File: src/rtl/nanosoc_rr_arbiter_sram_if.sv
// Address-phase arbitration bundle between the output stage of a bus-matrix
// slave port and its round-robin arbiter.
//
// Handshake: there is no valid/ready pair. HREADYM=1 on a rising HCLK edge
// qualifies every other input as one completed transfer; with HREADYM=0 the
// arbiter ignores all inputs and holds its outputs. Outputs are registered and
// change only on edges where HREADYM=1 (arb_event also drops to 0 on stalls).
interface nanosoc_rr_arbiter_sram_if;
  logic       req_port0;
  logic       req_port1;
  logic       req_port2;
  logic       req_port3;
  logic       HREADYM;
  logic       HSELM;
  logic [1:0] HTRANSM;
  logic [2:0] HBURSTM;
  logic       HMASTLOCKM;
  logic [1:0] addr_in_port;
  logic       no_port;
  logic       arb_event;

  // Matrix side: drives requests and the current output transfer.
  modport master (
    output req_port0, req_port1, req_port2, req_port3,
    output HREADYM, HSELM, HTRANSM, HBURSTM, HMASTLOCKM,
    input  addr_in_port, no_port, arb_event
  );

  // Arbiter side.
  modport slave (
    input  req_port0, req_port1, req_port2, req_port3,
    input  HREADYM, HSELM, HTRANSM, HBURSTM, HMASTLOCKM,
    output addr_in_port, no_port, arb_event
  );
endinterface

File: src/rtl/nanosoc_rr_arbiter_sram.sv
// Round-robin output-stage arbiter for a shared bus-matrix slave port.
// Picks which of four input ports owns the slave address phase, holding the
// grant across locked transfers, fixed-length bursts (with an early-termination
// guard) and a bounded number of undefined-length INCR beats.
module nanosoc_rr_arbiter_sram #(
  parameter int unsigned MAX_INCR_BEATS = 16
) (
  input logic                    HCLK,
  input logic                    HRESETn,
  nanosoc_rr_arbiter_sram_if.slave bus
);

  localparam logic [1:0] TRANS_IDLE   = 2'b00;
  localparam logic [1:0] TRANS_BUSY   = 2'b01;
  localparam logic [1:0] TRANS_NONSEQ = 2'b10;
  localparam logic [1:0] TRANS_SEQ    = 2'b11;

  localparam logic [2:0] BURST_INCR   = 3'd1;
  localparam logic [2:0] BURST_WRAP4  = 3'd2;
  localparam logic [2:0] BURST_INCR4  = 3'd3;
  localparam logic [2:0] BURST_WRAP8  = 3'd4;
  localparam logic [2:0] BURST_INCR8  = 3'd5;
  localparam logic [2:0] BURST_WRAP16 = 3'd6;
  localparam logic [2:0] BURST_INCR16 = 3'd7;

  localparam logic [4:0] MAX_BEATS = 5'(MAX_INCR_BEATS);

  logic [3:0] fcnt_q, fcnt_d;
  logic       fhold_q, fhold_d;
  logic [1:0] guard_q, guard_d;
  logic [4:0] icnt_q, icnt_d;
  logic       incr_hold_d;
  logic [1:0] addr_q, addr_d;
  logic       no_port_q, no_port_d;
  logic       arb_event_q, arb_event_d;

  logic       hold;
  logic       is_nonseq;
  logic [3:0] cand;
  logic       found;
  logic [1:0] idx;

  assign is_nonseq = (bus.HTRANSM == TRANS_NONSEQ);

  // Burst trackers: fixed-length countdown, early-termination guard, INCR beat count.
  always_comb begin
    fcnt_d  = fcnt_q;
    fhold_d = fhold_q;
    icnt_d  = icnt_q;
    if (!bus.HSELM) begin
      fcnt_d  = 4'd0;
      fhold_d = 1'b0;
      icnt_d  = 5'd0;
    end else begin
      case (bus.HTRANSM)
        TRANS_IDLE: begin
          fcnt_d  = 4'd0;
          fhold_d = 1'b0;
          icnt_d  = 5'd0;
        end
        TRANS_BUSY: begin
          fcnt_d  = fcnt_q;
          fhold_d = fhold_q;
          icnt_d  = icnt_q;
        end
        TRANS_NONSEQ: begin
          case (bus.HBURSTM)
            BURST_INCR16, BURST_WRAP16: begin fcnt_d = 4'd15; fhold_d = 1'b1; end
            BURST_INCR8,  BURST_WRAP8:  begin fcnt_d = 4'd7;  fhold_d = 1'b1; end
            BURST_INCR4,  BURST_WRAP4:  begin fcnt_d = 4'd3;  fhold_d = 1'b1; end
            default:                    begin fcnt_d = 4'd0;  fhold_d = 1'b0; end
          endcase
          icnt_d = (bus.HBURSTM == BURST_INCR) ? 5'd1 : 5'd0;
        end
        default: begin
          // SEQ: 4-bit wrap from 0 is harmless because hold stays 0.
          fcnt_d  = fcnt_q - 4'd1;
          fhold_d = (fcnt_q == 4'd1) ? 1'b0 : fhold_q;
          // Only an INCR burst in progress (nonzero count) accumulates beats,
          // so SEQ beats of fixed bursts never create an INCR hold.
          if (icnt_q != 5'd0)
            icnt_d = (icnt_q >= MAX_BEATS) ? MAX_BEATS : icnt_q + 5'd1;
        end
      endcase
    end

    // A master restarting fixed bursts without finishing them loses its hold
    // on the third such NONSEQ.
    if (is_nonseq && (guard_q == 2'd2)) begin
      fcnt_d  = 4'd0;
      fhold_d = 1'b0;
    end

    guard_d = guard_q;
    if (!fhold_d)
      guard_d = 2'd0;
    else if (is_nonseq && fhold_q)
      guard_d = guard_q + 2'd1;

    incr_hold_d = (icnt_d != 5'd0) && (icnt_d < MAX_BEATS);
  end

  // Round-robin selection starting after the current port, current port last.
  always_comb begin
    hold      = bus.HMASTLOCKM | fhold_d | incr_hold_d;
    cand      = {bus.req_port3, bus.req_port2, bus.req_port1, bus.req_port0};
    if (bus.HSELM && (bus.HTRANSM != TRANS_IDLE))
      cand[addr_q] = 1'b1;
    addr_d    = addr_q;
    no_port_d = 1'b0;
    found     = 1'b0;
    idx       = addr_q;
    if (!hold) begin
      for (int k = 1; k <= 4; k++) begin
        idx = addr_q + 2'(k);
        if (!found && cand[idx]) begin
          found  = 1'b1;
          addr_d = idx;
        end
      end
      if (!found && !bus.HSELM)
        no_port_d = 1'b1;
    end
    arb_event_d = bus.HREADYM &&
                  ((addr_d != addr_q) || (no_port_q && !no_port_d));
  end

  // State update only on completed transfers; arb_event drops on stalls.
  always_ff @(posedge HCLK or negedge HRESETn) begin
    if (!HRESETn) begin
      fcnt_q      <= 4'd0;
      fhold_q     <= 1'b0;
      guard_q     <= 2'd0;
      icnt_q      <= 5'd0;
      addr_q      <= 2'd0;
      no_port_q   <= 1'b1;
      arb_event_q <= 1'b0;
    end else begin
      arb_event_q <= arb_event_d;
      if (bus.HREADYM) begin
        fcnt_q    <= fcnt_d;
        fhold_q   <= fhold_d;
        guard_q   <= guard_d;
        icnt_q    <= icnt_d;
        addr_q    <= addr_d;
        no_port_q <= no_port_d;
      end
    end
  end

  assign bus.addr_in_port = addr_q;
  assign bus.no_port      = no_port_q;
  assign bus.arb_event    = arb_event_q;

endmodule

File: src/flat_wrapper.sv
// flat-port wrapper written by rule: the top's interface ports become plain ports
module nanosoc_rr_arbiter_sram_flat 
#(
  parameter int unsigned MAX_INCR_BEATS = 16
)
  (HCLK, HRESETn, bus_req_port0, bus_req_port1, bus_req_port2, bus_req_port3, bus_HREADYM, bus_HSELM, bus_HTRANSM, bus_HBURSTM, bus_HMASTLOCKM, bus_addr_in_port, bus_no_port, bus_arb_event);
  nanosoc_rr_arbiter_sram_if bus_i ();
  input logic HCLK;
  input logic HRESETn;
  input wire logic [$bits(bus_i.req_port0)-1:0] bus_req_port0;
  input wire logic [$bits(bus_i.req_port1)-1:0] bus_req_port1;
  input wire logic [$bits(bus_i.req_port2)-1:0] bus_req_port2;
  input wire logic [$bits(bus_i.req_port3)-1:0] bus_req_port3;
  input wire logic [$bits(bus_i.HREADYM)-1:0] bus_HREADYM;
  input wire logic [$bits(bus_i.HSELM)-1:0] bus_HSELM;
  input wire logic [$bits(bus_i.HTRANSM)-1:0] bus_HTRANSM;
  input wire logic [$bits(bus_i.HBURSTM)-1:0] bus_HBURSTM;
  input wire logic [$bits(bus_i.HMASTLOCKM)-1:0] bus_HMASTLOCKM;
  output wire logic [$bits(bus_i.addr_in_port)-1:0] bus_addr_in_port;
  output wire logic [$bits(bus_i.no_port)-1:0] bus_no_port;
  output wire logic [$bits(bus_i.arb_event)-1:0] bus_arb_event;
  assign bus_i.req_port0 = bus_req_port0;
  assign bus_i.req_port1 = bus_req_port1;
  assign bus_i.req_port2 = bus_req_port2;
  assign bus_i.req_port3 = bus_req_port3;
  assign bus_i.HREADYM = bus_HREADYM;
  assign bus_i.HSELM = bus_HSELM;
  assign bus_i.HTRANSM = bus_HTRANSM;
  assign bus_i.HBURSTM = bus_HBURSTM;
  assign bus_i.HMASTLOCKM = bus_HMASTLOCKM;
  assign bus_addr_in_port = bus_i.addr_in_port;
  assign bus_no_port = bus_i.no_port;
  assign bus_arb_event = bus_i.arb_event;
  nanosoc_rr_arbiter_sram #(.MAX_INCR_BEATS(MAX_INCR_BEATS)) u_core (.HCLK(HCLK), .HRESETn(HRESETn), .bus(bus_i));
endmodule
File: config.mk
export PLATFORM = sky130hd
export DESIGN_NAME = nanosoc_rr_arbiter_sram_flat
export DESIGN_NICKNAME = d
export VERILOG_FILES = /design/src/rtl/nanosoc_rr_arbiter_sram_if.sv /design/src/rtl/nanosoc_rr_arbiter_sram.sv /design/src/flat_wrapper.sv
export SDC_FILE = /design/constraint.sdc
export NUM_CORES = 1
export LEC_CHECK = 0
export ABC_AREA = 0
export CORE_MARGIN = 5
export CORE_UTILIZATION = 42
export CTS_CLUSTER_DIAMETER = 120
export CTS_CLUSTER_SIZE = 28
export DETAILED_ROUTE_END_ITERATION = 8
export GPL_ROUTABILITY_DRIVEN = 0
export HOLD_SLACK_MARGIN = 0.08
export PLACE_DENSITY = 0.68
export SETUP_SLACK_MARGIN = 0.5
export SLEW_MARGIN = 25
export SYNTH_ARGS = -nofsm -noshare
export SYNTH_HDL_FRONTEND = slang
export SYNTH_SLANG_ARGS = --single-unit
File: constraint.sdc
create_clock -name HCLK -period 1.8 [get_ports HCLK]
set_input_delay 0.18 -clock HCLK [delete_from_list [all_inputs] [get_ports HCLK]]
set_output_delay 0.18 -clock HCLK [all_outputs]
set_load 0.02 [all_outputs]
---- Word level (Yosys, flattened, before mapping) ----
Index checks and enable logic that the tools add are counted.
storage, ports and cells
  register bits after elaboration ......... 16
  input port bits ......................... 14
  output and inout bits ................... 4
operators by class
  add/sub/neg operators ................... 6
  $lt $le $gt $ge ......................... 7
  equality and inequality tests ........... 14
  mux-type cells .......................... 42
  bitwise operators ....................... 3
  reductions and logical operators ........ 28
operator list
  cell                 number
  $pmux 4 s3           2
  $mux 1               20
  $mux 5               3
  $pmux 5 s3           1
  $mux 2               7
  $eq 3x3->1 const B   4
  $lt 2x3->1 const B   4
  $mux 4               3
  $logic_and 1x1->1    11
  $reduce_bool 5->1    2
  $bmux 1 s2           4
  $eq 3x2->1 const B   2
  $logic_not 1->1      6
  $reduce_or 2->1      3
  $reduce_or 6->1      1
  $add 5x1->5 const B  1
  $ge 5x5->1 const B   1
  $lt 5x5->1 const B   1
  $add 2x1->2 const B  2
  $add 2x2->2 const B  2
  $eq 2x2->1 const B   2
  $eq 4x1->1 const B   1
  $or 4x4->4           1
  $reduce_and 2->1     2
  13 further kinds     14

---- Logic depth before layout (Yosys ltp) ----
  depth in word-level cells ............... 30
  mapped depth ............................ 9
  gate-level depth less buffers ........... 8

---- Least setup slack after synthesis ----
Ideal clock, no wire load.
  kind .................................... reg-to-reg
  start point ............................. register u_core.addr_q[1] (netlist: u_core.bus.addr_in_port[1])
  end point ............................... register u_core.addr_q[1] (netlist: u_core.bus.addr_in_port[1])
  arrival time ............................ 2.107 ns
  data required time ...................... 1.734 ns
  slack ................................... -0.373 ns
  cell stages (with the launch flop) ...... 9
  period minus slack after synthesis ...... 2.173 ns
  path through ............................ dfrtp_1 -> inv_1 -> ha_1 -> o211a_1 -> nor4b_2 -> nand3b_1 -> a41o_1 -> a31oi_1 -> a41o_1
between the ends
  longest elaborated chain between the ends .. 22
  elaborated cells between the ends (all ways) .. 35
  classes of those cells .................. add/sub: 3; order compare: 2; mux: 22; bitwise: 1; reduce/logical: 7
ends and longest elaborated chain
  element                                                                line                            text
  start, declared                                                        nanosoc_rr_arbiter_sram.sv:33   logic [1:0] addr_q, addr_d;
  start signal, assigned                                                 nanosoc_rr_arbiter_sram.sv:145  addr_q <= addr_d;
  $lt 2x3->1 (implied by the code) / $ge 2x1->1 (equally long branches)  nanosoc_rr_arbiter_sram.sv:108  cand[addr_q] = 1'b1;
  $logic_and 1x1->1 (implied by the code)                                nanosoc_rr_arbiter_sram.sv:108
  $mux 1 (implied by the code)                                           nanosoc_rr_arbiter_sram.sv:108
  $demux 1 s2                                                            --
  $or 4x4->4 (no line)                                                   --
  $mux 4                                                                 nanosoc_rr_arbiter_sram.sv:107  if (bus.HSELM && (bus.HTRANSM != TRANS_IDLE))
  $bmux 1 s2                                                             nanosoc_rr_arbiter_sram.sv:116  if (!found && cand[idx]) begin
  $mux 1 (implied by the code)                                           nanosoc_rr_arbiter_sram.sv:116
  (+6 left out)                                                          --
  $logic_not 1->1                                                        nanosoc_rr_arbiter_sram.sv:116
  $logic_and 1x1->1                                                      nanosoc_rr_arbiter_sram.sv:116
  $mux 1                                                                 nanosoc_rr_arbiter_sram.sv:116
  $mux 1                                                                 nanosoc_rr_arbiter_sram.sv:113  if (!hold) begin
  $logic_not 1->1                                                        nanosoc_rr_arbiter_sram.sv:116
  $logic_and 1x1->1                                                      nanosoc_rr_arbiter_sram.sv:116
  $mux 2                                                                 nanosoc_rr_arbiter_sram.sv:116
  $mux 2 *                                                               nanosoc_rr_arbiter_sram.sv:113
Every way passes the cells marked *; elsewhere a longest branch is shown, timed or not. The select of a mux whose other input is x is not followed.
A chain may end at the register's enable or synchronous reset.

---- Final worst setup path ----
  start point ............................. register u_core.icnt_q[0]
  end point ............................... register u_core.addr_q[1] (netlist: u_core.bus.addr_in_port[1])
between the ends
  longest elaborated chain between the ends .. 9
  elaborated cells between the ends (all ways) .. 12
  classes of those cells .................. add/sub: 1; order compare: 2; mux: 5; bitwise: 1; reduce/logical: 3
ends and longest elaborated chain
  element                                                 line                            text
  start, declared                                         nanosoc_rr_arbiter_sram.sv:31   logic [4:0] icnt_q, icnt_d;
  start signal, assigned                                  nanosoc_rr_arbiter_sram.sv:144  icnt_q <= icnt_d;
  $add 5x1->5 / $ge 5x5->1 (equally long branches)        nanosoc_rr_arbiter_sram.sv:82   icnt_d = (icnt_q >= MAX_BEATS) ? MAX_BEATS : icnt_q + 5'd1;
  $mux 5                                                  nanosoc_rr_arbiter_sram.sv:82
  $mux 5                                                  nanosoc_rr_arbiter_sram.sv:81   if (icnt_q != 5'd0)
  $pmux 5 s3 *                                            nanosoc_rr_arbiter_sram.sv:55   case (bus.HTRANSM)
  $mux 5 *                                                nanosoc_rr_arbiter_sram.sv:50   if (!bus.HSELM) begin
  $lt 5x5->1 / $reduce_bool 5->1 (equally long branches)  nanosoc_rr_arbiter_sram.sv:100  incr_hold_d = (icnt_d != 5'd0) && (icnt_d < MAX_BEATS);
  $logic_and 1x1->1 *                                     nanosoc_rr_arbiter_sram.sv:100
  $or 1x1->1 *                                            nanosoc_rr_arbiter_sram.sv:105  hold = bus.HMASTLOCKM | fhold_d | incr_hold_d;
  $mux 2 *                                                nanosoc_rr_arbiter_sram.sv:113
Every way passes the cells marked *; elsewhere a longest branch is shown, timed or not.

==> metrics <==
status complete, but fails checks; failing checks negative setup slack; FILL cells 245; count of nets after finishing 258; gr usage total 22.3%; sw power 735 uW; final core occ 72.4%; max_cap viols 0; critical path peak fanout 4; register share of total power 25.8%; Mapped Cells 161; most common cell after layout, fill and taps aside buf_4; post-cts hold buffer count 0; Switching Fraction 39.6%; M3 GR Usage 2.11%; placed cell count 256; final hold slack 122 ps; Clock H-tree levels 1; final setup vio count 4; Row Count 21; f_max 475 MHz; first-pass GRT wire length 8000 um; Worst Path Arrival 2280 ps; chip height 68.7 um; Synth Warn # 0; number of iterations in the first detailed-routing pass 5; antenna cells 0; Logic pwr share 60.9%; via count 1,672; busiest layer in global routing met2; Synth top area share 25.9%; final hold vios 0; Yosys top cell by area dfrtp_1; Top FF cell, synth dfrtp_1; largest net degree at the start of global routing 14; TritonCTS clock tree built; CP Capture Type flop; Clk pwr share 13.3%; ys async rst share 100%; met1 GRT Util 24.9%; Slew Viols, Final 0; Synth area leaders dfrtp_1 26%, ha_1 7.8%, o21ai_0 4.8%; number of routed nets with antenna violations 0; clock tree buffer depth 2; Worst Path Required 1980 ps; worst vdd ir 632 uV; I/O Pins 18; pwr dens 770 mW/mm^2; grt ovf 0; DRC Markers 0; Area growth, synth to finish 66.7%; max incr delay on CP 430 ps; crit start category flop; Initial Util 43.4%; Die Wd 68.7 um; EDFF count, synth 0; Leak Pwr 1.06 nW; Seq cells post-synth 16; Hold/Removal Path Class input port to async pin; Finished Layout Cells 280; layout cell share with drive strength beyond 1 53.4%; port bufs 17; clock-pin slew on the worst setup and hold paths 110 ps; vias in the first global route 1,725; Layout Skew 14.2 ps; Post-Syn Nets 184; period utilisation layout 117%; CP max-delay cell dfrtp_1; vias per inst 5.97; detailed placement HPWL 3220 um; Core Footprint 0.00334 sq mm; Least-Margin Pin Slew 350 ps; Routed WL 4840 um; setup ws final -305 ps; sequential fraction of the synthesis area 27.7%; most frequent cells in the layout 44 x buf_4, 14 x buf_6, 11 x dfrtp_1; clock sink total 16; unrepaired setup endpoints after global routing yes; die area 0.00472 sq mm; syn_area_per_cell 9.00 sq um; minimum clock period 2100 ps; met2 GRT Util 43.5%; Crit Path Class flop to flop; FF/Latch Area 407 sq um; critical path, cell by cell inv_2 > ha_4 > or3b_4 > nand3_2 > a41oi_2 > nor4_4 > a31oi_1 > a41o_1; Inserted Clock Buffers 3; initial antenna violation count 0; Initial DRC Count 113; Netlist cell types 61; DR WL/cell 17.3 um; Int Power 1.12 mW; Root Driver clkbuf_4; Clk Latency, worst-skew pair 300 ps; Slew headroom 76.6%; area of the multi-input gates 0.00120 sq mm; Synth Cell Area 0.00145 sq mm
==> synthesized netlist by cell type, types with 2 or more instances <==
library cell and number:
a21o_1 2, or2_2 2, o211ai_1 4, buf_2 3, nand2_1 10, a31oi_1 2
nor2_1 9, buf_4 2, nand2b_1 2, a41o_1 2, o21ai_0 14, a21oi_1 6
and3_1 2, nand4_1 3, o22ai_1 2, nand3b_1 2, inv_1 12, ha_1 9
dfrtp_1 15, o211a_1 4, a211oi_1 2, nand3_1 3, xnor2_1 4, a22o_1 5
nor3_1 4
==> power by group through the flow <==
stage	registers (mW)	clock network (mW)	logic, mW
2_1_floorplan	0.504	0	0.543
3_3_place_gp	0.469	0	0.911
3_5_place_dp	0.472	0	0.934
4_1_cts	0.474	0.248	1.08
5_1_grt	0.485	0.264	1.21
6_report	0.480	0.247	1.13
==> state kept, by name (all words and copies together) (netlist names) <==
register                 flops
u_core.icnt_q                5
u_core.bus.no_port           1
u_core.bus.arb_event         1
u_core.fhold_q               1
u_core.guard_q               2
u_core.bus.addr_in_port      2
u_core.fcnt_q                4
==> final timing paths <==
check	startpoint	end	slack, ps	depth (start not counted)
worst max-delay path	u_core.icnt_q[0]$_DFFE_PN0P_	u_core.bus.addr_in_port[1]$_DFFE_PN0P_	-300	8
worst min-delay path	HRESETn	u_core.icnt_q[3]$_DFFE_PN0P_	120	1
worst max register to register	u_core.icnt_q[0]$_DFFE_PN0P_	u_core.bus.addr_in_port[1]$_DFFE_PN0P_	-300	8
worst min register to register	u_core.guard_q[0]$_DFFE_PN0P_	u_core.guard_q[0]$_DFFE_PN0P_	480	1
max in group asynchronous	HRESETn	u_core.bus.no_port$_DFFE_PN1P_	1120	2
min in group HCLK	u_core.guard_q[0]$_DFFE_PN0P_	u_core.guard_q[0]$_DFFE_PN0P_	480	1
==> repair_timing <==
item                                    4_1_cts  5_1_grt
gates cloned                                  1        0
endpoints found under the hold margin         0        0
buffers inserted                             16        3
endpoints found under the setup margin       19       18
resized for setup                            62       16
pin swaps                                    25       14
==> critical path, delay by kind of cell, from the launching register on <==
kind,cells,cell delay (ps)
simple gates,3,800
compound gates,3,510
flops,1,430
fa+ha+maj,1,150
buf+inv,1,90
==> metrics by stage <==
stage | worst slack (ps) | cell area [sq um] | total power [mW] | TNS [ps]
after floorplan | -147 | 1520 | 1.05 | -259
after global placement | -349 | 2000 | 1.38 | -1670
after detailed placement | -374 | 2000 | 1.41 | -1980
after CTS | -258 | 2350 | 1.80 | -616
after global routing | -359 | 2410 | 1.96 | -1250
final | -305 | 2410 | 1.86 | -921
==> routing by layer <==
metal  part of all wire, %  vias to the layer above
li1                      -                      761
met3                   5.8                       11
met2                    53                       84
met4                   2.0                        0
met1                    39                      816
met5                     0                        -
==> area by class of cell <==
type                            instances  area share [%]
Clock buffer                            4            1.50
Inverter                               13            2.23
Multi-Input combinational cell        125            49.8
Tap cell                               46            2.38
Timing Repair Buffer                   76            27.3
Sequential cell                        16            16.8
==> logic make-up after synthesis <==
group / Yosys count / share of synthesized area [%]
DFF: 16 / 27.7
muxes: 2 / 2.33
AOI/OAI and AO/OA: 58 / 30.7
xor gates and xnor gates: 5 / 3.02
and+or+nand+nor: 51 / 22.0
adders and majority gates: 9 / 7.77
buffers and inverters: 20 / 6.48
Note: power is estimated with default switching activity, not from simulation.
